--- src/rtl/uart_mmio.sv ---
// Memory-mapped 8N1 UART with one-byte holding registers per direction and a level interrupt.
// Latency: rdata is combinational; register side effects, UART_TX and irqout update on the next sysclk edge.
// Backpressure: a TXD write while the transmitter is busy is dropped; an unread RX byte is overwritten and flagged.
module uart_mmio #(
    parameter int          CLK_HZ = 50_000_000,
    parameter int          BAUD   = 9600,
    parameter logic [31:0] BASE   = 32'h40000018
) (
    input  logic        sysclk,
    input  logic        reset,
    input  logic        rd,
    input  logic        wr,
    input  logic [31:0] addr,
    input  logic [31:0] wdata,
    output logic [31:0] rdata,
    input  logic        UART_RX,
    output logic        UART_TX,
    output logic        irqout
);

    localparam int              DIV      = CLK_HZ / (BAUD * 16);
    localparam int              DIV_W    = (DIV > 1) ? $clog2(DIV) : 1;
    localparam logic [DIV_W-1:0] DIV_LAST = DIV_W'(DIV - 1);
    localparam logic [31:0]     RXD_ADDR = BASE + 32'd4;
    localparam logic [31:0]     CON_ADDR = BASE + 32'd8;

    typedef enum logic [1:0] {S_IDLE, S_START, S_DATA, S_STOP} st_t;

    // Word-granular address decode; the byte offset bits are ignored.
    logic sel_txd, sel_rxd, sel_con;
    assign sel_txd = (addr[31:2] == BASE[31:2]);
    assign sel_rxd = (addr[31:2] == RXD_ADDR[31:2]);
    assign sel_con = (addr[31:2] == CON_ADDR[31:2]);

    logic unused_bits;
    assign unused_bits = ^{addr[1:0], wdata[31:8]};

    // Control/status state.
    logic       tx_ie, rx_ie, tx_done, rx_valid, rx_ovr, frm_err;
    logic [7:0] txd_reg, rx_data;
    logic       tx_busy, tx_accept;

    // Free-running 16x baud tick generator.
    logic [DIV_W-1:0] baud_cnt;
    logic             tick;
    assign tick = (baud_cnt == DIV_LAST);

    // Baud counter wraps at DIV-1 and pulses tick on the wrap cycle.
    always_ff @(posedge sysclk or negedge reset) begin
        if (!reset) baud_cnt <= '0;
        else if (tick) baud_cnt <= '0;
        else baud_cnt <= baud_cnt + 1'b1;
    end

    // ---------------- transmitter ----------------
    st_t        tx_state, tx_state_nxt;
    logic [3:0] tx_tick, tx_tick_nxt;
    logic [2:0] tx_bit, tx_bit_nxt;
    logic [7:0] tx_shift, tx_shift_nxt;
    logic       tx_line_nxt, tx_done_set;

    assign tx_busy   = (tx_state != S_IDLE);
    assign tx_accept = wr & sel_txd & ~tx_busy;

    // TX next-state: each bit holds for 16 ticks; line level follows the next state.
    always_comb begin
        tx_state_nxt = tx_state;
        tx_tick_nxt  = tx_tick;
        tx_bit_nxt   = tx_bit;
        tx_shift_nxt = tx_shift;
        tx_done_set  = 1'b0;
        tx_line_nxt  = 1'b1;
        case (tx_state)
            S_IDLE: if (tx_accept) begin
                tx_state_nxt = S_START;
                tx_tick_nxt  = 4'd0;
                tx_shift_nxt = wdata[7:0];
            end
            S_START: if (tick) begin
                if (tx_tick == 4'd15) begin
                    tx_state_nxt = S_DATA;
                    tx_bit_nxt   = 3'd0;
                end
                tx_tick_nxt = tx_tick + 4'd1;
            end
            S_DATA: if (tick) begin
                if (tx_tick == 4'd15) begin
                    tx_shift_nxt = {1'b0, tx_shift[7:1]};
                    if (tx_bit == 3'd7) tx_state_nxt = S_STOP;
                    else tx_bit_nxt = tx_bit + 3'd1;
                end
                tx_tick_nxt = tx_tick + 4'd1;
            end
            S_STOP: if (tick) begin
                if (tx_tick == 4'd15) begin
                    tx_state_nxt = S_IDLE;
                    tx_done_set  = 1'b1;
                end
                tx_tick_nxt = tx_tick + 4'd1;
            end
            default: tx_state_nxt = S_IDLE;
        endcase
        case (tx_state_nxt)
            S_START: tx_line_nxt = 1'b0;
            S_DATA:  tx_line_nxt = tx_shift_nxt[0];
            default: tx_line_nxt = 1'b1;
        endcase
    end

    // TX state register and registered serial output (idles high).
    always_ff @(posedge sysclk or negedge reset) begin
        if (!reset) begin
            tx_state <= S_IDLE;
            tx_tick  <= 4'd0;
            tx_bit   <= 3'd0;
            tx_shift <= 8'd0;
            UART_TX  <= 1'b1;
        end else begin
            tx_state <= tx_state_nxt;
            tx_tick  <= tx_tick_nxt;
            tx_bit   <= tx_bit_nxt;
            tx_shift <= tx_shift_nxt;
            UART_TX  <= tx_line_nxt;
        end
    end

    // ---------------- receiver ----------------
    logic       rx_meta, rxs;
    st_t        rx_state, rx_state_nxt;
    logic [3:0] rx_tick, rx_tick_nxt;
    logic [2:0] rx_bit, rx_bit_nxt;
    logic [7:0] rx_shift, rx_shift_nxt;
    logic       rx_done, rx_ferr;

    // Two-flop synchroniser for the asynchronous serial input.
    always_ff @(posedge sysclk or negedge reset) begin
        if (!reset) {rxs, rx_meta} <= 2'b00;
        else {rxs, rx_meta} <= {rx_meta, UART_RX};
    end

    // RX next-state: confirm start at mid-bit (8 ticks), then sample every 16 ticks.
    always_comb begin
        rx_state_nxt = rx_state;
        rx_tick_nxt  = rx_tick;
        rx_bit_nxt   = rx_bit;
        rx_shift_nxt = rx_shift;
        rx_done      = 1'b0;
        rx_ferr      = 1'b0;
        case (rx_state)
            S_IDLE: if (!rxs) begin
                rx_state_nxt = S_START;
                rx_tick_nxt  = 4'd0;
            end
            S_START: if (tick) begin
                if (rx_tick == 4'd7) begin
                    rx_tick_nxt = 4'd0;
                    rx_bit_nxt  = 3'd0;
                    rx_state_nxt = rxs ? S_IDLE : S_DATA;
                end else begin
                    rx_tick_nxt = rx_tick + 4'd1;
                end
            end
            S_DATA: if (tick) begin
                if (rx_tick == 4'd15) begin
                    rx_shift_nxt = {rxs, rx_shift[7:1]};
                    if (rx_bit == 3'd7) rx_state_nxt = S_STOP;
                    else rx_bit_nxt = rx_bit + 3'd1;
                end
                rx_tick_nxt = rx_tick + 4'd1;
            end
            S_STOP: if (tick) begin
                if (rx_tick == 4'd15) begin
                    rx_state_nxt = S_IDLE;
                    rx_done      = rxs;
                    rx_ferr      = ~rxs;
                end
                rx_tick_nxt = rx_tick + 4'd1;
            end
            default: rx_state_nxt = S_IDLE;
        endcase
    end

    // RX state register.
    always_ff @(posedge sysclk or negedge reset) begin
        if (!reset) begin
            rx_state <= S_IDLE;
            rx_tick  <= 4'd0;
            rx_bit   <= 3'd0;
            rx_shift <= 8'd0;
        end else begin
            rx_state <= rx_state_nxt;
            rx_tick  <= rx_tick_nxt;
            rx_bit   <= rx_bit_nxt;
            rx_shift <= rx_shift_nxt;
        end
    end

    // ---------------- register file ----------------
    logic rd_rxd, rd_con;
    assign rd_rxd = rd & sel_rxd;
    assign rd_con = rd & sel_con;

    // Register updates; hardware set events take priority over read-to-clear.
    always_ff @(posedge sysclk or negedge reset) begin
        if (!reset) begin
            tx_ie    <= 1'b0;
            rx_ie    <= 1'b0;
            tx_done  <= 1'b0;
            rx_valid <= 1'b0;
            rx_ovr   <= 1'b0;
            frm_err  <= 1'b0;
            txd_reg  <= 8'd0;
            rx_data  <= 8'd0;
            irqout   <= 1'b0;
        end else begin
            if (wr & sel_con) {rx_ie, tx_ie} <= wdata[1:0];
            if (tx_accept) txd_reg <= wdata[7:0];
            if (tx_done_set) tx_done <= 1'b1;
            else if (rd_con) tx_done <= 1'b0;
            if (rx_done) begin
                rx_data  <= rx_shift;
                rx_valid <= 1'b1;
            end else if (rd_rxd) begin
                rx_valid <= 1'b0;
            end
            if (rx_done & rx_valid & ~rd_rxd) rx_ovr <= 1'b1;
            else if (rd_con) rx_ovr <= 1'b0;
            if (rx_ferr) frm_err <= 1'b1;
            else if (rd_con) frm_err <= 1'b0;
            irqout <= (tx_done & tx_ie) | (rx_valid & rx_ie);
        end
    end

    // Combinational read mux; zero unless a load hits one of the three words.
    always_comb begin
        rdata = 32'd0;
        if (rd) begin
            if (sel_txd) rdata = {24'd0, txd_reg};
            else if (sel_rxd) rdata = {24'd0, rx_data};
            else if (sel_con) rdata = {25'd0, frm_err, rx_ovr, tx_busy, rx_valid, tx_done, rx_ie, tx_ie};
        end
    end

endmodule

--- config.mk ---
export PLATFORM = sky130hd
export DESIGN_NAME = uart_mmio
export DESIGN_NICKNAME = d
export VERILOG_FILES = /design/src/rtl/uart_mmio.sv
export SDC_FILE = /design/constraint.sdc
export NUM_CORES = 1
export LEC_CHECK = 0
export ABC_AREA = 1
export BUFFER_PORTS_ARGS = -buffer_cell sky130_fd_sc_hd__buf_2
export CAP_MARGIN = 20
export CORE_ASPECT_RATIO = 0.5
export CORE_MARGIN = 1.5
export CORE_UTILIZATION = 40
export CTS_BUF_LIST = sky130_fd_sc_hd__clkbuf_4 sky130_fd_sc_hd__clkbuf_8 sky130_fd_sc_hd__clkbuf_16
export CTS_CLUSTER_DIAMETER = 60
export DETAILED_ROUTE_END_ITERATION = 7
export PLACE_DENSITY = 0.71
export SLEW_MARGIN = 30
export SYNTH_ARGS = -nofsm -noshare
export SYNTH_HDL_FRONTEND = slang
export SYNTH_SLANG_ARGS = --single-unit
--- constraint.sdc ---
create_clock -name sysclk -period 4.1 [get_ports sysclk]
set_input_delay 0.82 -clock sysclk [delete_from_list [all_inputs] [get_ports sysclk]]
set_output_delay 0.82 -clock sysclk [all_outputs]
set_load 0.01 [all_outputs]
==> flow_summary.json, run 1 <==
{
  "run_status": "finished clean",
  "synth_area_um2": 3680,
  "place_area_um2": 3970,
  "cts_resized": 0,
  "antenna_found_initial": 0,
  "die_w_um": 139,
  "seq_area_frac_synth_pct": 47.0,
  "grt_overflow": 0,
  "peakVddDrop_mv": 0.215,
  "setup_tns_ns": 0,
  "fin_crit_ns": 3.24,
  "syn_avg_cell_area_um2": 7.88,
  "use_met2_pct": 29.1,
  "whs_endpoint": "rxs$_DFF_PN0_",
  "grt_use_total_pct": 16.7,
  "fmax_mhz": 308,
  "cts_tree": "built",
  "syn_inst": 467,
  "rsz0062_at_grt": "false",
  "wirelength_mm": 7.37,
  "rows": 24,
  "r2r_start": "baud_cnt[0]$_DFF_PN0_",
  "worst_pin_slew_ns": 0.534,
  "skew_ns": 0.00435,
  "pin_count": 103,
  "drive_above_1_share_pct": 16.9,
  "yosys_warnings": 0,
  "min-delay-start": "rx_meta$_DFF_PN0_",
  "drt_pre_antenna_iters": 4,
  "worst-path-max-fanout": 14,
  "drv_cap": 0,
  "setup_viol": 0,
  "leakagePower_nw": 2.33,
  "use_met1_pct": 20.2,
  "synth_cell_types": 38,
  "remaining_drc_errors": 0,
  "r2r_setup_slack_ns": 2.05,
  "grt_use_met3_pct": 4.81,
  "critPathKind": "primary input to output port",
  "drt_iter0_drc": 203,
  "top_register": "baud_cnt",
  "drtAntennaViolNets": 0,
  "holdCritPathClass": "flip-flop to flip-flop",
  "postCtsHoldBufs": 0,
  "hold_viol": 0,
  "antenna_cells": 0,
  "dieHeight_um": 70.8,
  "die_area_um2": 9820,
  "regToRegEndpoint": "tx_shift[1]$_DFFE_PN0P_",
  "grt_max_degree": 41,
  "power_density_nw_per_um2": 363,
  "ff2ff_path_depth": 13,
  "start_util_pct": 41.7,
  "area_growth_syn_to_layout_pct": 16.5,
  "endpoint_kind": "output port",
  "fin_crit_sh_pct": 79.1,
  "clockRootBuffer": "clkbuf_16",
  "cp.required_ns": 3.28,
  "grt_most_used_layer": "met2",
  "cts_sinks": 69,
  "clockBufferDepth": 2,
  "final_design_area_no_fill_um2": 4290,
  "post_cts_buffers": 0,
  "place_ws_ns": 0.888,
  "num_vias": 2979,
  "min_path_cells": 0,
  "max_slew_margin_pct": 64.3,
  "grt_pass1_vias": 3016,
  "grt_pass1_wl_mm": 13.3,
  "gp_congestion": 0.795,
  "layout.nets": 601,
  "htreeDepth": 3,
  "cp_slowest_cell": "o21ai_0",
  "clk_latency_ns": 0.33,
  "cts_buffers": 9,
  "arrival_ns": 2.42,
  "hpwl_mm": 5.46,
  "max_stage_delay_ns": 0.28,
  "port_buffers": 52,
  "core_area_um2": 8830,
  "worst_setup_path_start_kind": "primary input",
  "path_clk_slew_ns": 0.05,
  "drt-wirelength-per-cell_um": 11.4,
  "vias_per_cell": 4.62,
  "finalMaxSlewViolations": 0,
  "fin_ws_ns": 0.856,
  "cp_cell_sequence": "buf_2 > nor2_1 > nand2_1 > nor2_1 > nand2_1 > nor2_2 > inv_1 > o21ai_0 > o21bai_1 > inv_1 > buf_2",
  "instances_no_fill": 645,
  "largest_reg_flops": 9,
  "placed_cells": 630,
  "ys_seq_elements": 69
}
[logic make-up (layout without fill, tap and decap cells)]
kind of cell,count (synthesis),count (layout),synth area share (%)
AOI/OAI and AO/OA,58,58,8.57
xor gates and xnor gates,4,4,0.952
adders and majority gates,8,8,2.72
buffers and inverters,98,136,12.8
DFF,69,69,47.0
muxes,1,1,0.306
other,1,24,0.102
and+or+nand+nor,228,228,27.6
[where the power goes]
group | switching (mW) | leakage, nW | internal [mW] | total (mW)
clock | 0.275 | 0.158 | 0.541 | 0.816
combinational | 0.0369 | 1.30 | 0.0199 | 0.0568
sequential | 0.000817 | 0.868 | 0.683 | 0.683
[synthesized netlist by cell type (all sizes together)]
cell type / instances / area [um2]
clkinv: 3 / 11.3
nand3b: 1 / 7.51
clkbuf: 4 / 16.3
xnor2: 1 / 8.76
inv: 64 / 240
o22ai: 3 / 18.8
o21bai: 7 / 52.6
nor3: 6 / 46.3
nand4: 8 / 62.6
conb: 1 / 3.75
dfstp: 1 / 26.3
buf: 27 / 201
nand3: 33 / 170
ha: 8 / 100
nor2: 53 / 228
mux2: 1 / 11.3
dfrtp: 68 / 1700
nor3b: 3 / 22.5
nand2: 122 / 468
xor2: 3 / 26.3
or2: 2 / 12.5
a21oi: 8 / 40.0
o21ai: 40 / 204
[per-stage QoR]
step | hold slack [ns] | power, mW | utilization (%)
floorplan | 0.331 | 0.731 | -
detailed placement | 0.355 | 0.753 | 45.0
global placement | 0.336 | 0.752 | 45.0
CTS | 0.369 | 1.57 | 48.5
finish | 0.362 | 1.56 | 48.6
global route | 0.369 | 1.61 | 48.6
[worst max-delay path by stage]
stage | slack [ns] | start | depth (start not counted) | to
global route | 0.68 | addr[7] | 11 | rdata[1]
global placement | 0.93 | addr[9] | 11 | rdata[3]
detailed placement | 0.89 | addr[7] | 11 | rdata[5]
floorplan | 1.37 | addr[9] | 10 | rdata[4]
CTS | 0.87 | addr[7] | 11 | rdata[3]
finish | 0.86 | addr[9] | 11 | rdata[3]
[metal layers]
| layer | vias up | share of wire, % |
|---|---|---|
| met2 | 58 | 47 |
| met3 | 13 | 3.3 |
| met1 | 1376 | 48 |
| li1 | 1532 | - |
| met4 | 0 | 1.4 |
| met5 | - | 0 |
[cells in the final DEF (no fill, tap or decap), types with 8 or more instances in the layout]
cell	n
nand3_1	32
nand2_1	120
buf_2	51
nor2_1	49
conb_1	24
inv_1	60
o21ai_0	33
a21oi_1	8
ha_1	8
dfrtp_1	68
clkbuf_16	9
[layout make-up]
class / instances / area (um2)
inverter: 67 / 251
clock buffer: 10 / 239
sequential: 69 / 1730
multi-input combinational: 323 / 1570
tap: 117 / 146
timing repair buffer: 54 / 278
clock inverter: 5 / 75.1
fill: 870 / 4540
[worst max-delay path, delay by kind of cell]
kind,cells,cell delay [ns]
AO/OA/AOI/OAI,2,0.43
buffers and inverters,4,0.53
AND/OR/NAND/NOR,5,0.65
Power figures use the tool's default switching activity.
==> run 2, diff against run 1 <==
clock period = 3 ns   (was 4.1 ns; I/O delays follow)
==> run 2 against run 1 <==
  * Sequential cell count did not move
  * Critical path depth rose by 3
  * Sequential share of layout area is essentially flat
  * Combinational power is 37% higher
  * Worst setup slack worse by 0.51 ns
  * Via count shrank 0.34%
  * Power grew 34%
  * Cell count grew 0.31%
  * Die area unchanged
  * First-iteration DRC count decreased by 34%
==> flow_summary.json, run 2 (synthesis gave the netlist of run 1 again) <==
{
  "startpoint": "addr[30]",
  "grt_max_degree": 70,
  "grt_pass1_vias": 2784,
  "drt_iter0_drc": 134,
  "postCtsHoldBufs": 0,
  "ff2ff_path_depth": 8,
  "skew_ns": 0.00519,
  "rows": 24,
  "switchingPower_mw": 0.455,
  "fin_crit_sh_pct": 88.3,
  "fin_ws_ns": 0.350,
  "hold_viol": 0,
  "clk_latency_ns": 0.34,
  "intPower_mw": 1.62,
  "vias_per_cell": 4.59,
  "gp_congestion": 0.834,
  "area_growth_syn_to_layout_pct": 16.6,
  "port_buffers": 52,
  "pwr-share-clk_pct": 51.3,
  "pwr-share-seq_pct": 44.9,
  "drv_cap": 0,
  "leakagePower_nw": 2.32,
  "largest_reg_flops": 9,
  "critPathKind": "primary input to output port",
  "place_ws_ns": 0.341,
  "hpwl_mm": 5.26,
  "clockRootBuffer": "clkbuf_16",
  "layout_common_cells": "nand2_1 (120), dfrtp_1 (68), inv_1 (60), buf_2 (52), nor2_1 (49)",
  "die_w_um": 139,
  "worst-path-max-fanout": 9,
  "arrival_ns": 2.05,
  "wirelength_mm": 7.13,
  "fin_util_pct": 48.6,
  "switching_share_pct": 21.9,
  "antenna_cells": 0,
  "post_cts_buffers": 0,
  "cp-endpoint": "rdata[6]",
  "antenna_found_initial": 0,
  "cts_buffers": 9,
  "drive_above_1_share_pct": 17.2,
  "drtAntennaViolNets": 0,
  "core_area_um2": 8830,
  "grt_use_total_pct": 15.9,
  "path_clk_slew_ns": 0.05,
  "setup_tns_ns": 0,
  "fmax_mhz": 377,
  "worst_setup_path_start_kind": "primary input",
  "cp.required_ns": 2.40,
  "num_vias": 2969,
  "holdCritPathClass": "primary input to async pin",
  "clockBufferDepth": 2,
  "run_status": "finished clean",
  "finalMaxSlewViolations": 0,
  "layout.nets": 602,
  "drt-wirelength-per-cell_um": 11.0,
  "final_common_cell": "nand2_1",
  "setup_viol": 0,
  "grt_pass1_wl_mm": 12.4,
  "endpoint_kind": "output port",
  "r2r_start": "baud_cnt[0]$_DFF_PN0_",
  "remaining_drc_errors": 0,
  "holdWs_ns": 0.274,
  "peakVddDrop_mv": 0.272,
  "pin_count": 103,
  "grt_overflow": 0,
  "die_area_um2": 9820,
  "regToRegEndpoint": "rx_data[0]$_DFFE_PN0P_",
  "rsz0062_at_grt": "false",
  "cts_sinks": 69,
  "dieHeight_um": 70.8,
  "top_register": "baud_cnt",
  "start_util_pct": 41.7,
  "cts_tree": "built",
  "fin_crit_ns": 2.65,
  "power_density_nw_per_um2": 484,
  "r2r_setup_slack_ns": 0.93,
  "htreeDepth": 3,
  "drt_pre_antenna_iters": 4,
  "power_frac_comb_pct": 3.7,
  "cts_resized": 0
}
## run 2: power by group through the flow
stage,clock network (mW),registers [mW],logic [mW]
floorplan,0,0.950,0.0493
global placement,0,0.950,0.0785
detailed placement,0,0.950,0.0793
CTS,1.09,0.933,0.0795
global route,1.13,0.933,0.0895
finish,1.07,0.934,0.0779
## run 2: through the flow
step,instances,power [mW],instance area (um2)
after global routing,647,2.15,4290
after CTS,647,2.11,4290
final,647,2.08,4290
after detailed placement,631,1.03,3990
after floorplan,490,0.999,3770
after global placement,631,1.03,3990
## run 2: worst min path at each step
stage                       from                     end  cells past startpoint  slack, ns
6_report                   reset  rx_tick[3]$_DFFE_PN0P_                      2       0.27
2_1_floorplan              reset               async pin                      0       0.30
4_1_cts                    reset  rx_tick[3]$_DFFE_PN0P_                      2       0.29
3_3_place_gp   rx_meta$_DFF_PN0_           rxs$_DFF_PN0_                      0       0.34
3_5_place_dp   rx_meta$_DFF_PN0_           rxs$_DFF_PN0_                      0       0.36
5_1_grt                    reset  rx_tick[3]$_DFFE_PN0P_                      2       0.31
## run 2: final cells by class
class / instances / area, um2
Fill cell: 852 / 4540
Sequential cell: 69 / 1730
Multi-Input combinational cell: 323 / 1570
Timing Repair Buffer: 55 / 295
Inverter: 67 / 251
Clock buffer: 10 / 239
Tap cell: 117 / 146
Clock inverter: 6 / 62.6
## run 2: worst max-delay path, stage by stage
cell and delay, ns:
buf_2 0.09, inv_1 0.04, nor2_1 0.03, nand2_1 0.05, nor2_1 0.04, nand2_1 0.10, clkinv_1 0.22, nand2_1 0.28
inv_1 0.16, nand2_1 0.09, nand3_1 0.08, nand3_1 0.09, inv_1 0.04, buf_2 0.13
## run 2: per-layer routing
metal	vias to the layer above	wire length (um)	global-route usage, %
met5	-	0	0
met4	0	85	6.13
met3	9	344	5.48
met2	58	3270	25.9
met1	1359	3430	20.0
li1	1543	-	-
==> run 3, diff against run 2 <==
--- a/config.mk
+++ b/config.mk
@@ -9,5 +9,4 @@
 export BUFFER_PORTS_ARGS = -buffer_cell sky130_fd_sc_hd__buf_2
 export CAP_MARGIN = 20
-export CORE_ASPECT_RATIO = 0.5
 export CORE_MARGIN = 1.5
 export CORE_UTILIZATION = 40
@@ -15,5 +14,5 @@
 export CTS_CLUSTER_DIAMETER = 60
 export DETAILED_ROUTE_END_ITERATION = 7
-export PLACE_DENSITY = 0.71
+export PLACE_DENSITY_LB_ADDON = 0.12
 export SLEW_MARGIN = 30
 export SYNTH_ARGS = -nofsm -noshare
==> constraint.sdc (replaced) <==
create_clock -name sysclk -period 3 [get_ports sysclk]
set_input_delay 0.45 -clock sysclk [delete_from_list [all_inputs] [get_ports sysclk]]
set_output_delay 0.45 -clock sysclk [all_outputs]
set_load 0.01 [all_outputs]
==> run 3 against run 2 <==
  * Cell area down 2.7%
  * Power down 15%
  * Die area down 0.35%
  * Sequential share of layout area up 1.1 points
  * Routed wire length up 4.1%
  * The flow now finishes with violations (DRC)
  * Cell count down 1.2%
  * First-iteration DRC count down 1.5%
  * Sequential cell count unchanged
  * Global-route usage up 0.95 points
  * Combinational power about the same
==> flow_summary.json, run 3 (synthesis gave the netlist of run 1 again) <==
{
  "pwr-share-clk_pct": 42.9,
  "area_growth_syn_to_layout_pct": 13.4,
  "grt_pass1_wl_mm": 13.2,
  "rsz0062_at_grt": "false",
  "htreeDepth": 3,
  "fin_ws_ns": 0.504,
  "dieHeight_um": 98.9,
  "critPathKind": "primary input to output port",
  "vias_per_cell": 4.63,
  "max_slew_margin_pct": 56.4,
  "die_w_um": 98.9,
  "wirelength_mm": 7.42,
  "clockRootBuffer": "clkbuf_8",
  "post_cts_buffers": 0,
  "hpwl_mm": 5.65,
  "placed_cells": 623,
  "cts_buffers": 9,
  "top_register": "baud_cnt",
  "clockBufferDepth": 2,
  "gp_congestion": 0.737,
  "worst_pin_slew_ns": 0.654,
  "regToRegEndpoint": "tx_shift[2]$_DFFE_PN0P_",
  "drtAntennaViolNets": 0,
  "fin_crit_ns": 2.50,
  "setup_viol": 0,
  "switchingPower_mw": 0.389,
  "drt_pre_antenna_iters": 6,
  "leakagePower_nw": 2.29,
  "drv_cap": 0,
  "setup_tns_ns": 0,
  "fin_crit_sh_pct": 83.2,
  "layout_common_cells": "nand2_1 (120), dfrtp_1 (68), inv_1 (60), buf_2 (52), nor2_1 (49)",
  "path_clk_slew_ns": 0.08,
  "antenna_found_initial": 0,
  "power_density_nw_per_um2": 424,
  "fmax_mhz": 401,
  "instances_no_fill": 639,
  "final_design_area_no_fill_um2": 4170,
  "run_status": "finished with violations",
  "start_util_pct": 41.8,
  "final_common_cell": "nand2_1",
  "drt-wirelength-per-cell_um": 11.6,
  "pwr-share-seq_pct": 52.7,
  "max_stage_delay_ns": 0.33,
  "grt_overflow": 0,
  "failed_checks": "DRC",
  "cp.required_ns": 2.55,
  "rows": 34,
  "power_frac_comb_pct": 4.4,
  "cp_slowest_cell": "or2_2",
  "holdCritPathClass": "primary input to async pin",
  "largest_reg_flops": 9,
  "cts_resized": 0,
  "cts_tree": "built",
  "worst-path-max-fanout": 14,
  "fillers": 881,
  "grt_use_total_pct": 16.9,
  "pin_count": 103,
  "intPower_mw": 1.38,
  "core_area_um2": 8810,
  "drt_iter0_drc": 132,
  "worst_setup_path_start_kind": "primary input",
  "peakVddDrop_mv": 0.218,
  "skew_ns": 0.0118,
  "switching_share_pct": 22.0,
  "place_area_um2": 3970,
  "finalMaxSlewViolations": 0,
  "grt_max_degree": 29,
  "remaining_drc_errors": 9,
  "postCtsHoldBufs": 0,
  "endpoint_kind": "output port",
  "num_vias": 2960,
  "cts_sinks": 69,
  "clk_latency_ns": 0.34,
  "r2r_start": "baud_cnt[0]$_DFF_PN0_",
  "cp_cell_sequence": "buf_2 > nor2_1 > nand2_1 > nor2_1 > nand2_1 > nor2_2 > inv_1 > or2_2 > nand3_1 > inv_1 > buf_2",
  "layout.nets": 603,
  "r2r_setup_slack_ns": 0.92,
  "hold_viol": 0,
  "antenna_cells": 0,
  "place_ws_ns": 0.484,
  "port_buffers": 52,
  "drive_above_1_share_pct": 17.3,
  "grt_pass1_vias": 2918,
  "arrival_ns": 2.05,
  "die_area_um2": 9780,
  "ff2ff_path_depth": 13
}
==> run 3: cell type report <==
class	instances	area, um2	share of cell area (%)
inverters	67	251	6.03
multi-input cells	323	1570	37.6
clock inverters	4	47.5	1.14
well taps	108	135	3.24
clock buffers	12	153	3.66
flip-flops and latches	69	1730	41.4
repair buffers	56	290	6.95
==> run 3: metrics by stage <==
| stage | util, % | hold WS, ns | power, mW |
|---|---|---|---|
| after floorplan | - | 0.154 | 0.999 |
| after global placement | 45.1 | 0.338 | 1.03 |
| after detailed placement | 45.1 | 0.335 | 1.03 |
| after CTS | 47.4 | 0.150 | 1.80 |
| after global routing | 47.4 | 0.169 | 1.86 |
| final | 47.4 | 0.140 | 1.77 |
==> run 3: power groups by stage <==
stage	Sequential [mW]	Clock (mW)	Combinational (mW)
floorplan	0.950	0	0.0493
global placement	0.950	0	0.0788
detailed placement	0.950	0	0.0798
CTS	0.932	0.791	0.0801
global route	0.932	0.834	0.0903
finish	0.932	0.759	0.0782
==> run 3: how the worst max path moves through the flow <==
| stage | from | to | slack (ns) | cells past startpoint |
|---|---|---|---|---|
| floorplan | addr[9] | rdata[4] | 1.01 | 10 |
| global placement | addr[9] | rdata[5] | 0.49 | 11 |
| detailed placement | addr[7] | rdata[5] | 0.48 | 11 |
| CTS | addr[9] | rdata[5] | 0.47 | 11 |
| global route | addr[9] | rdata[4] | 0.29 | 11 |
| finish | addr[7] | rdata[5] | 0.50 | 11 |
==> run 3: per-layer routing <==
layer / share of wire, % / global-route usage, % / vias up
met1: 48 / 21.8 / 1342
met3: 5.2 / 4.89 / 5
met4: 0.71 / 3.30 / 0
li1: - / - / 1540
met5: 0 / 0 / -
met2: 46 / 28.4 / 73
==> run 3: worst max-delay path, delay by kind of cell <==
kind | cells | cell delay, ns
buffers and inverters | 4 | 0.50
AND/OR/NAND/NOR | 7 | 1.08
